===== src/rtl/parity_check_rx.sv =====
// Serial parity-checking receiver: deserializes DATA_WIDTH bits LSB first plus one parity bit,
// flags mismatches and keeps a saturating error count.
module parity_check_rx #(
   parameter int unsigned DATA_WIDTH    = 8,
   parameter bit          ODD_PARITY    = 1'b0,
   parameter int unsigned ERR_CNT_WIDTH = 8
) (
   input  logic                     clk,
   input  logic                     rst,
   input  logic                     bit_valid,
   input  logic                     bit_in,
   input  logic                     sof,
   input  logic                     err_clr,
   output logic [DATA_WIDTH-1:0]    data_out,
   output logic                     data_valid,
   output logic                     parity_err,
   output logic [ERR_CNT_WIDTH-1:0] err_count,
   output logic                     busy
);

   localparam int unsigned IDX_W = $clog2(DATA_WIDTH);

   localparam logic [1:0] StIdle   = 2'd0;
   localparam logic [1:0] StData   = 2'd1;
   localparam logic [1:0] StParity = 2'd2;

   logic [1:0]               state_q, state_d;
   logic [IDX_W-1:0]         idx_q, idx_d;
   logic [DATA_WIDTH-1:0]    shift_q, shift_d;
   logic [DATA_WIDTH-1:0]    dout_q, dout_d;
   logic                     valid_q, valid_d;
   logic                     perr_q, perr_d;
   logic [ERR_CNT_WIDTH-1:0] cnt_q, cnt_d;

   always_comb begin
      state_d = state_q;
      idx_d   = idx_q;
      shift_d = shift_q;
      dout_d  = dout_q;
      valid_d = 1'b0;
      perr_d  = perr_q;
      if (bit_valid) begin
         if (sof) begin
            // sof always starts a fresh frame, abandoning any partial one
            shift_d    = '0;
            shift_d[0] = bit_in;
            idx_d      = IDX_W'(1);
            state_d    = StData;
         end else begin
            case (state_q)
               StData: begin
                  shift_d[idx_q] = bit_in;
                  if (idx_q == IDX_W'(DATA_WIDTH - 1)) begin
                     idx_d   = '0;
                     state_d = StParity;
                  end else begin
                     idx_d = idx_q + IDX_W'(1);
                  end
               end
               StParity: begin
                  dout_d  = shift_q;
                  perr_d  = bit_in ^ (^shift_q) ^ ODD_PARITY;
                  valid_d = 1'b1;
                  idx_d   = '0;
                  state_d = StIdle;
               end
               default: ;
            endcase
         end
      end
   end

   // Count on the cycle the flagged word is presented; clear wins over increment
   always_comb begin
      cnt_d = cnt_q;
      if (err_clr) begin
         cnt_d = '0;
      end else if (valid_q && perr_q && (cnt_q != '1)) begin
         cnt_d = cnt_q + ERR_CNT_WIDTH'(1);
      end
   end

   always_ff @(posedge clk) begin
      if (rst) begin
         state_q <= StIdle;
         idx_q   <= '0;
         shift_q <= '0;
         dout_q  <= '0;
         valid_q <= 1'b0;
         perr_q  <= 1'b0;
         cnt_q   <= '0;
      end else begin
         state_q <= state_d;
         idx_q   <= idx_d;
         shift_q <= shift_d;
         dout_q  <= dout_d;
         valid_q <= valid_d;
         perr_q  <= perr_d;
         cnt_q   <= cnt_d;
      end
   end

   assign data_out   = dout_q;
   assign data_valid = valid_q;
   assign parity_err = perr_q;
   assign err_count  = cnt_q;
   assign busy       = (state_q != StIdle);

endmodule


===== config.mk =====
export PLATFORM = sky130hd
export DESIGN_NAME = parity_check_rx
export DESIGN_NICKNAME = d
export VERILOG_FILES = /design/src/rtl/parity_check_rx.sv
export SDC_FILE = /design/constraint.sdc
export NUM_CORES = 1
export LEC_CHECK = 0
export BUFFER_PORTS_ARGS = -buffer_cell sky130_fd_sc_hd__buf_2
export CORE_ASPECT_RATIO = 0.75
export CORE_MARGIN = 1
export CORE_UTILIZATION = 40
export CTS_CLUSTER_DIAMETER = 80
export DETAILED_ROUTE_END_ITERATION = 10
export HOLD_SLACK_MARGIN = 0.06
export SYNTH_ARGS = -nofsm -noshare
export SYNTH_HDL_FRONTEND = slang
export SYNTH_SLANG_ARGS = --single-unit

===== constraint.sdc =====
create_clock -name clk -period 1.9 [get_ports clk]
set_input_delay 0.095 -clock clk [delete_from_list [all_inputs] [get_ports clk]]
set_output_delay 0.095 -clock clk [all_outputs]
set_load 0.05 [all_outputs]

# Yosys cells after proc, flatten, opt, wreduce, memory -nomap -nowiden
# Cells that the tools add are included.
totals:
  regBits: 31
  inputBits: 6
  output_inout_bits: 19
  word_cells: 44
op_classes:
  n_addsub: 2
  n_eq_ne: 5
  magnitude_cmp: 2
  bitwise: 3
  n_mux: 12
  n_reduce_logical: 13
op_table:
  columns: ["cell", "n"]
  rows:
  - ["$mux W8", 2]
  - ["$add A8 B1 Y8 const B", 1]
  - ["$bwmux W8", 1]
  - ["$ne A8 B8 Y1 const B", 1]
  - ["$reduce_xor A8 Y1", 1]
  - ["$mux W3", 2]
  - ["$pmux W3 S2", 1]
  - ["$reduce_and A3 Y1", 2]
  - ["$lt A3 B4 Y1 const B", 1]
  - ["$mux W2", 2]
  - ["$pmux W2 S2", 1]
  - ["$reduce_and A2 Y1", 2]
  - ["$reduce_bool A2 Y1", 2]
  - ["$add A3 B1 Y3 const B", 1]
  - ["$demux W1 S3", 1]
  - ["$eq A3 B3 Y1 const B", 1]
  - ["$ge A3 B1 Y1 const B", 1]
  - ["$logic_and A1 B1 Y1", 3]
  - ["$ne A3 B3 Y1 const B", 1]
  - ["$reduce_bool A3 Y1", 1]
  - ["$reduce_or A3 Y1", 1]
  - ["$eq A2 B1 Y1 const B", 1]
  - ["$eq A2 B2 Y1 const B", 1]
  - ["$mux W1", 2]
  - ["3 further kinds", 4]

# Depth between registers and ports, before layout
# Gate-level depths: netlist (run 1).
depth:
  ltp_word: 7
  mapped_depth: 6
  ltp_nobuf: 6

# Worst setup path after synthesis (run 1)
# Ideal clock, no wire load.
synth_path:
  path_type: "register to register"
  from: "register cnt_q[2], in the netlist err_count[2]"
  to: "register cnt_q[5], in the netlist err_count[5]"
  setup_ps: 70
  stages_incl_launch_ff: 5
  required_time_ps: 1830
  arrival_ps: 1708
  path_buffers: 0
  synth_period_minus_slack_ps: 1778
  path_slack_ps: 122
  cell_sequence: "dfxtp_1 -> nand3_1 -> or2_4 -> or4_1 -> a21oi_1"
synth_between:
  elab_chain_len: 2
  elab_cells_between_ends: 3
  cone_classes: "add/sub: 1; eq/ne: 1; reduce/logical: 1"
synth_rtl:
  columns: ["element", "line", "text"]
  rows:
  - ["from (decl)", "33", "logic [ERR_CNT_WIDTH-1:0] cnt_q, cnt_d;"]
  - ["from (signal assigned)", "99", "cnt_q <= cnt_d;"]
  - ["branches (longest 2 deep; another with $add A8 B1 Y8)", null, null]
# Parallel ways; which one is timed is not known.
# A chain may end at the register's enable or synchronous reset.

# Final worst setup path (run 1)
layout_path:
  from: "register idx_q[1]"
  to: "register idx_q[0]"
layout_between:
  elab_chain_len: 4
layout_rtl:
  columns: ["element", "line", "text"]
  rows:
  - ["from (decl)", "28", "logic [IDX_W-1:0] idx_q, idx_d;"]
  - ["from (signal assigned)", "94", "idx_q <= idx_d;"]
  - ["$eq A3 B3 Y1", "53", "if (idx_q == IDX_W'(DATA_WIDTH - 1)) begin"]
  - ["$mux W3", "53", null]
  - ["$pmux W3 S2", "50", "case (state_q)"]
  - ["$mux W3", "43", "if (sof) begin"]
# Every way passes these cells.

==> impl_metrics.yaml, run 1 <==
finish:
  syn_to_final_growth_pct: 18.73
  multi_input_area_um2: 840.8
  final_area_mm2: 0.001784
  regArea_um2: 620.6
  diodes: 0
  drive_above_1_share_pct: 23.41
  fillCellCount: 349
  nets: 213
power:
  powerDensity_mw_per_mm2: 787.2
  vdd_ir_drop_max_v: 0.0004391
  p_leak_nw: 0.7023
clock_network:
  cts_resized: 0
  cts-root-buf: "clkbuf_8"
  cts_max_level: 2
  cts_setup_buffers: 0
  clock_latency_ns: 0.29
  clock_path_buffers: 2
  clk_pin_slew_worst_paths_ns: 0.07
  cts.sinks: 31
  ctsHoldBuffers: 0
  cts_made_buffers: 5
  cts_tree: "done"
critical_path:
  cp_max_fo: 8
  critPathLaunchType: "register"
  crit_arrival_ns: 1.70
  crit_buf_inv: 0
  crit_type: "register to register"
  cp.required_ns: 2.06
  r2r_cells: 6
  max_stage_delay_ns: 0.45
  endpoint_kind: "register"
  r2r-start: "idx_q[1]"
  rrSetupSlack_ns: 0.36
  path_cells: "ha_1 -> ha_1 -> nor2_1 -> a22o_1 -> a222oi_1 -> nor2_1"
  r2r_end: "idx_q[0]"
  critPathTopFamily: "compound AO/OA/AOI/OAI gates"
  crit_slowest_cell: "dfxtp_1"
yosys:
  synth_top_area_share_pct: 41.30
  synth_common_cells: "nand2_1, dfxtp_1, nor2_1"
  ys_top_cells_by_area: "dfxtp_1, nand2_1, a21oi_1, nor2_1, mux2_2"
  syn_area_mm2: 0.001503
  seq_area_frac_synth_pct: 41.30
  syn_area_per_cell_um2: 8.395
  synth-seq-cells: 31
  ys_warn_count: 0
  synth-edff-count: 0
  synthArstFlopShare_pct: 0
  ys_dominant_reg_cell: "dfxtp_1"
  synth_top_area_cell: "dfxtp_1"
  synthCells: 179
  syn_nets: 188
  ys_types: 41
  yosysMostFrequentCell: "nand2_1"
timing:
  relSlewSlack_pct: 71.09
  min_period_ns: 1.541
  rsz0062_at_grt: "false"
  setup_viol: 0
  fmax_ghz: 0.6490
  hold_viol: 0
  finalClockSkew_ns: 0.005233
  setup_tns_ns: 0
  slew_viol_final: 0
  finalCritPeriodShare_pct: 81.10
  fin_hold_ws_ns: 0.09640
  worstMarginPinSlew_ns: 0.4337
placed_design:
  place_congestion: 0.7678
  port_buffers: 24
  post_dp_cell_area_mm2: 0.001667
  hpwl_um: 2303
floorplan:
  die_w_um: 72.78
  die_h_um: 55.08
  core_area_mm2: 0.003446
  rows: 18
  dieArea_mm2: 0.004008
  boundaryPins: 25
  initial_core_util_pct: 43.61
flow_run:
  cap_violations: 0
detailed_routing:
  via_per_inst: 5.125
  routed_wirelength_um: 3185
  drtPass1Iterations: 4
  ant_nets: 0
  wl_per_cell_um: 12.49
  route.detailed.drc: 0
  drt_iter0_markers: 34
  vias: 1307
grt:
  gr-total-overflow: 0
  antenna_found_initial: 0
  grt_max_degree: 25
  grt_usage_pct: 17.28
  grt_pass1_wl_um: 5023
  grt_pass1_vias: 1057
hold_path:
  worstHoldStart: "bit_in"
  hold_path_class: "primary input to register"
  hold_end: "shift_q[0]"
  whs_path_depth: 3
run_status:
  status: "finished clean"
[sequential cells by signal, indices dropped and copies added, names as in the netlist]
name        count
data_valid      1
shift_q         8
state_q         2
data_out        8
idx_q           3
err_count       8
parity_err      1
[per-layer routing]
| metal | up-vias | share of wire, % | GRT usage (%) |
|---|---|---|---|
| met4 | 0 | 1.1 | 5.882 |
| met5 | - | 0 | 0 |
| met2 | 26 | 41 | 23.21 |
| met3 | 5 | 4.6 | 7.065 |
| li1 | 675 | - | - |
| met1 | 601 | 53 | 24.51 |
[metrics by stage]
stage | util (%) | power (mW) | cells | worst slack (ns)
after floorplan | - | 0.7264 | 179 | 0.1223
after global placement | 48.37 | 0.7421 | 247 | 0.4333
after detailed placement | 48.37 | 0.7431 | 247 | 0.3735
after CTS | 51.78 | 1.422 | 255 | 0.3617
after global routing | 51.78 | 1.461 | 255 | 0.2640
final | 51.78 | 1.405 | 255 | 0.3591
[cell usage in the layout, fill, tap and decap left out, types with 2 or more instances in the layout]
| cell | count |
|---|---|
| xor2_1 | 3 |
| mux2_2 | 6 |
| buf_4 | 2 |
| nand4_1 | 2 |
| dfxtp_1 | 31 |
| nor2_1 | 19 |
| or2_2 | 4 |
| ha_1 | 3 |
| mux2i_1 | 3 |
| xnor2_1 | 5 |
| a211oi_1 | 3 |
| nor2b_1 | 3 |
| nor3_1 | 4 |
| nand3_1 | 6 |
| nand3b_1 | 2 |
| buf_2 | 24 |
| nand2b_1 | 2 |
| nand2_1 | 37 |
| a21oi_1 | 15 |
| inv_1 | 2 |
| clkbuf_8 | 6 |
[logic make-up after synthesis]
group	synth area share [%]
and+or+nand+nor	27.81
DFF	41.30
AOI/OAI and AO/OA	12.99
buffers and inverters	2.748
xor gates and xnor gates	6.162
muxes	6.494
adders and majority gates	2.498
[power by group]
group	internal, mW	leakage (nW)	total, mW	switching (mW)
Combinational	0.0253	0.391	0.0666	0.0413
Clock	0.424	0.0612	0.675	0.251
Sequential	0.655	0.250	0.663	0.00831
Total	1.10	0.702	1.40	0.301
[worst max-delay path by stage]
stage / endpoint / slack [ns] / from / cells after the start
final: idx_q[0] / 0.36 / idx_q[1] / 6
after global routing: idx_q[0] / 0.26 / idx_q[1] / 6
after CTS: idx_q[0] / 0.36 / idx_q[1] / 6
after detailed placement: idx_q[0] / 0.37 / idx_q[1] / 6
after global placement: idx_q[0] / 0.43 / idx_q[1] / 6
after floorplan: err_count[5] / 0.12 / err_count[2] / 4
[cell type report]
cell class	instances	area share, %
multi-input combinational	138	47.12
sequential	31	34.78
timing repair buffer	26	7.574
clock buffer	6	4.628
tap	50	3.506
clock inverter	2	1.964
inverter	2	0.4208
[worst min-delay path, delay by kind of cell]
family | cells | cell delay, ns
mux | 1 | 0.07
simple gates | 1 | 0.07
buf+inv | 1 | 0.11
No activity file was read; power rests on OpenSTA's default activity.
==> run 2, diff against run 1 <==
Settings changed: ABC_AREA set to 1.
Clock period 1.9 ns to 1.33 ns, I/O delays scaled along.
==> run 2 against run 1 <==
  * Hold slack got worse by 0.022 ns
  * Non-clock buffer count rose by 6
  * Critical path depth rose by 2
  * Count of clock-buffer cells in the layout did not move
  * Fmax rose by 23%
  * Sequential power rose by 42%
  * Routed wire length rose by 9.0%
  * Register-to-register slack got worse by 0.28 ns
  * Combinational power rose by 76%
  * Critical endpoint is now err_count[4]
==> impl_metrics.yaml, run 2 <==
run_status:
  status: "finished clean"
yosys:
  synthArstFlopShare_pct: 0
  ys_types: 25
  syn_nets: 231
  syn_area_per_cell_um2: 6.938
  synth_common_cells: "nand2_1, dfxtp_1, inv_1"
  yosysMostFrequentCell: "nand2_1"
  synth-edff-count: 0
  seq_area_frac_synth_pct: 40.29
  synthCells: 222
  ys_warn_count: 0
  ys_dominant_reg_cell: "dfxtp_1"
  synth-seq-cells: 31
  synth_top_area_share_pct: 40.29
  syn_area_mm2: 0.001540
  synth_top_area_cell: "dfxtp_1"
  ys_top_cells_by_area: "dfxtp_1, nand2_1, a21oi_1, inv_1, o21ai_0"
grt:
  grt_pass1_vias: 1200
  antenna_found_initial: 0
  grt_pass1_wl_um: 5602
  grt_max_degree: 14
  grt_usage_pct: 18.24
  gr-total-overflow: 0
finish:
  regArea_um2: 634.4
  multi_input_area_um2: 838.3
  fillCellCount: 380
  fin_util_pct: 53.42
  final_cell_mix: "nand2_1, inv_1, dfxtp_1, buf_2, nor2_1"
  diodes: 0
  final_area_mm2: 0.001956
  final_common_cell: "nand2_1"
  syn_to_final_growth_pct: 26.97
  drive_above_1_share_pct: 24.42
  nets: 266
flow_run:
  cap_violations: 0
clock_network:
  clk_pin_slew_worst_paths_ns: 0.07
  cts_max_level: 2
  clock_latency_ns: 0.29
  cts-root-buf: "clkbuf_8"
  cts_made_buffers: 5
  cts_tree: "done"
  clock_path_buffers: 2
  cts.sinks: 31
placed_design:
  post_dp_cell_area_mm2: 0.001782
  hpwl_um: 2512
  place_congestion: 0.8436
  port_buffers: 24
  dp_slack_ns: -0.006400
critical_path:
  crit_arrival_ns: 1.43
  cp.required_ns: 1.50
  critPathLaunchType: "register"
  r2r-start: "err_count[1]"
  cp_max_fo: 8
  r2r_end: "err_count[4]"
  endpoint_kind: "register"
  r2r_cells: 8
  rrSetupSlack_ns: 0.08
  startpoint: "err_count[1]"
  cp-endpoint: "err_count[4]"
  crit_type: "register to register"
power:
  power_mw: 2.020
  p_leak_nw: 0.9217
  vdd_ir_drop_max_v: 0.0006384
  powerDensity_mw_per_mm2: 1033
floorplan:
  die_w_um: 73.65
  initial_core_util_pct: 42.07
  die_h_um: 55.74
  dieArea_mm2: 0.004105
  boundaryPins: 25
  core_area_mm2: 0.003661
  rows: 19
detailed_routing:
  routed.top_layer: "met4"
  wl_met1_um: 2003
  dr_wl_met3_um: 132
  wl_met2_um: 1268
  wl_per_cell_um: 11.20
  drtPass1Iterations: 6
  ant_nets: 0
  route.detailed.drc: 0
  vias: 1442
  drt_iter0_markers: 116
  via_per_inst: 4.652
  routed_wirelength_um: 3472
timing:
  rsz0062_at_grt: "true"
  setup_viol: 0
  finalCritPeriodShare_pct: 94.15
  slew_viol_final: 0
  hold_viol: 0
  relSlewSlack_pct: 75.28
  min_period_ns: 1.252
  finalClockSkew_ns: 0.007203
  worstMarginPinSlew_ns: 0.3704
  final.setup.worst_slack_ns: 0.07779
  fmax_ghz: 0.7986
hold_path:
  hold_path_class: "primary input to register"
-- run 2: critical path, stage by stage (launching register included) --
cell and delay, ns:
dfxtp_4 0.36, ha_4 0.15, nand2_4 0.05, nor3_4 0.13, nand3_2 0.11, nand2_4 0.15, inv_6 0.06, nand2_1 0.07
a21oi_2 0.05
-- run 2: cell type report --
type	count	share of cell area, %
clock buffers	6	4.223
multi-input cells	157	42.87
flip-flops and latches	31	32.44
repair buffers	32	9.341
clock inverters	2	1.791
inverters	30	6.014
well taps	52	3.327
-- run 2: metrics by stage --
stage	TNS, ns	hold WS (ns)	instances
2_1_floorplan	-0.6139	0.1450	222
3_3_place_gp	0	0.3467	299
3_5_place_dp	-0.006400	0.3637	299
4_1_cts	0	0.06156	309
5_1_grt	-0.1223	0.08039	310
6_report	0	0.07418	310
-- run 2: worst min-delay path by stage --
stage / from / end / slack [ns] / cells past startpoint
4_1_cts: bit_in / shift_q[0] / 0.06 / 3
6_report: bit_in / shift_q[0] / 0.07 / 3
2_1_floorplan: rst / shift_q[7] / 0.14 / 1
3_3_place_gp: err_clr / err_count[7] / 0.35 / 4
5_1_grt: bit_in / shift_q[0] / 0.08 / 3
3_5_place_dp: err_clr / err_count[7] / 0.36 / 4
-- run 2: power breakdown --
part | switching (mW) | total (mW) | internal [mW]
Clock | 0.355 | 0.961 | 0.605
Sequential | 0.00907 | 0.942 | 0.933
Combinational | 0.0830 | 0.117 | 0.0340
-- run 2: layer usage --
metal | track usage (%) | up-vias
li1 | - | 786
met5 | 0 | -
met4 | 9.066 | 0
met2 | 22.02 | 27
met3 | 4.891 | 7
met1 | 28.60 | 622
-- run 2: cell families (layout without fill, tap and decap cells) --
kind of cell | after synthesis | after routing | synth area share (%)
adder cells (fa/ha/maj) | 3 | 3 | 2.437
buffers and inverters | 34 | 70 | 8.773
XOR/XNOR | 6 | 6 | 3.412
flip-flops | 31 | 31 | 40.29
AND/OR/NAND/NOR | 99 | 99 | 27.95
AO/OA/AOI/OAI | 49 | 49 | 17.14
-- run 2: what timing repair did --
item / CTS / global route
cloned: 0 / 0
setup buffers: 1 / 1
endpoints found under the setup margin: 1 / 9
gates resized for setup: 0 / 10
pin swaps: 1 / 5
endpoints found under the hold margin: 1 / 0
hold buffers: 1 / 0
==> run 3, diff against run 2 <==
Settings changed: BUFFER_PORTS_ARGS -buffer_cell sky130_fd_sc_hd__buf_2 to -buffer_cell sky130_fd_sc_hd__buf_4.
==> run 3 against run 2 <==
  * Sequential power hardly changed
  * Sequential cell count stayed put
  * Clock power is 28% lower
  * Routed wire length is 2.8% lower
  * Critical path type unchanged
  * Die area stayed put
  * Via count is 0.76% higher
==> impl_metrics.yaml, run 3 (synthesis results as in run 2) <==
detailed_routing:
  drtPass1Iterations: 4
  vias: 1453
  wl_per_cell_um: 10.86
  routed_wirelength_um: 3376
  route.detailed.drc: 0
  ant_nets: 0
  via_per_inst: 4.672
  drt_iter0_markers: 79
power:
  p_leak_nw: 0.9058
  powerDensity_mw_per_mm2: 891.8
  power_mw: 1.752
  vdd_ir_drop_max_v: 0.0005857
placed_design:
  hpwl_um: 2582
  port_buffers: 24
  post_dp_cell_area_mm2: 0.001857
  dp_slack_ns: -0.002475
  dpl.cell_count: 301
  place_congestion: 0.8901
finish:
  final_common_cell: "nand2_1"
  finalNonFillerCells: 311
  nets: 267
  fillCellCount: 362
  final_cell_mix: "nand2_1, buf_4, inv_1"
  multi_input_area_um2: 819.5
  regArea_um2: 633.1
  diodes: 0
  drive_above_1_share_pct: 22.01
  syn_to_final_growth_pct: 27.54
  final_area_mm2: 0.001964
critical_path:
  crit_buf_inv: 1
  r2r-start: "err_count[1]"
  critPathLaunchType: "register"
  path_cells: "ha_4 -> nand2_4 -> nor3_4 -> nand3_2 -> nand2_4 -> inv_4 -> nor2_1 -> nor2_1"
  rrSetupSlack_ns: 0.09
  crit_arrival_ns: 1.41
  critPathTopFamily: "simple AND/OR/NAND/NOR gates"
  endpoint_kind: "register"
  r2r_end: "err_count[1]"
  crit_type: "register to register"
  crit_slowest_cell: "dfxtp_4"
  r2r_cells: 8
  max_stage_delay_ns: 0.36
  cp.required_ns: 1.49
  cp_max_fo: 8
timing:
  min_period_ns: 1.244
  worstMarginPinSlew_ns: 0.3687
  setup_viol: 0
  final.setup.worst_slack_ns: 0.08583
  hold_viol: 0
  fin_hold_ws_ns: 0.06331
  slew_viol_final: 0
  finalClockSkew_ns: 0.005564
  finalCritPeriodShare_pct: 93.55
  relSlewSlack_pct: 75.39
  fmax_ghz: 0.8038
  rsz0062_at_grt: "true"
floorplan:
  boundaryPins: 25
  initial_core_util_pct: 42.07
  dieArea_mm2: 0.004105
  die_h_um: 55.74
  die_w_um: 73.65
  rows: 19
  core_area_mm2: 0.003661
clock_network:
  cts-root-buf: "clkbuf_8"
  cts.sinks: 31
  clk_pin_slew_worst_paths_ns: 0.06
  clock_latency_ns: 0.27
  cts_made_buffers: 5
  cts_max_level: 2
  clock_path_buffers: 2
  cts_tree: "done"
hold_path:
  hold_end: "shift_q[0]"
  hold_path_class: "primary input to register"
  whs_path_depth: 3
  worstHoldStart: "bit_in"
run_status:
  status: "finished clean"
grt:
  antenna_found_initial: 0
  grt_max_degree: 14
  grt_pass1_wl_um: 5789
  grt_usage_pct: 18.57
  gr-total-overflow: 0
  grt_pass1_vias: 1246
flow_run:
  cap_violations: 0
## run 3: cell types whose count changed in the layout (fill, tap and decap cells not counted), sizes merged
cell    delta
clkbuf     +1
bufinv     -1
buf        +1
## run 3: tightest hold or removal path: stages
cell     delay, ns
buf_4         0.09
inv_1         0.04
a21oi_1       0.10
## run 3: per-stage QoR
| stage | utilization [%] | setup TNS, ns |
|---|---|---|
| after floorplan | - | -0.6139 |
| after global placement | 50.72 | 0 |
| after detailed placement | 50.72 | -0.002475 |
| after CTS | 53.42 | 0 |
| after global routing | 53.66 | -0.0005790 |
| final | 53.66 | 0 |
## run 3: area by class of cell
class | count | share of cell area (%)
clock buffer | 7 | 3.885
clock inverter | 1 | 0.2548
inverter | 30 | 5.860
timing repair buffer | 33 | 12.74
sequential | 31 | 32.23
multi-input combinational | 157 | 41.72
tap | 52 | 3.312
## run 3: layer usage
layer | routed length [µm] | vias up | global-route usage, %
met1 | 1895 | 624 | 29.99
met5 | 0 | - | 0
met2 | 1285 | 35 | 23.07
met3 | 180 | 2 | 5.616
li1 | - | 792 | -
met4 | 16 | 0 | 4.945
## run 3: worst max-delay path by stage
stage	end	startpoint	slack, ns	cells past startpoint
6_report	err_count[1]	err_count[1]	0.09	8
5_1_grt	err_count[0]	err_count[1]	-0.0006	7
4_1_cts	err_count[1]	err_count[1]	0.02	8
3_5_place_dp	err_count[1]	err_count[1]	-0.002	8
3_3_place_gp	err_count[1]	err_count[1]	0.02	8
2_1_floorplan	err_count[1]	err_count[1]	-0.10	8
## run 3: what timing repair did
item | 4_1_cts | 5_1_grt
gates resized for setup | 0 | 3
pin swaps | 1 | 2
hold buffers | 1 | 0
setup buffers | 1 | 0
hold endpoints to repair | 1 | 0
endpoints found under the setup margin | 4 | 9
gates cloned | 0 | 0
## run 3: power by group
group / switching [mW] / leakage, nW / internal [mW]
registers: 0.00859 / 0.254 / 0.932
logic: 0.0811 / 0.610 / 0.0393
clock network: 0.324 / 0.0422 / 0.366
total: 0.414 / 0.906 / 1.34
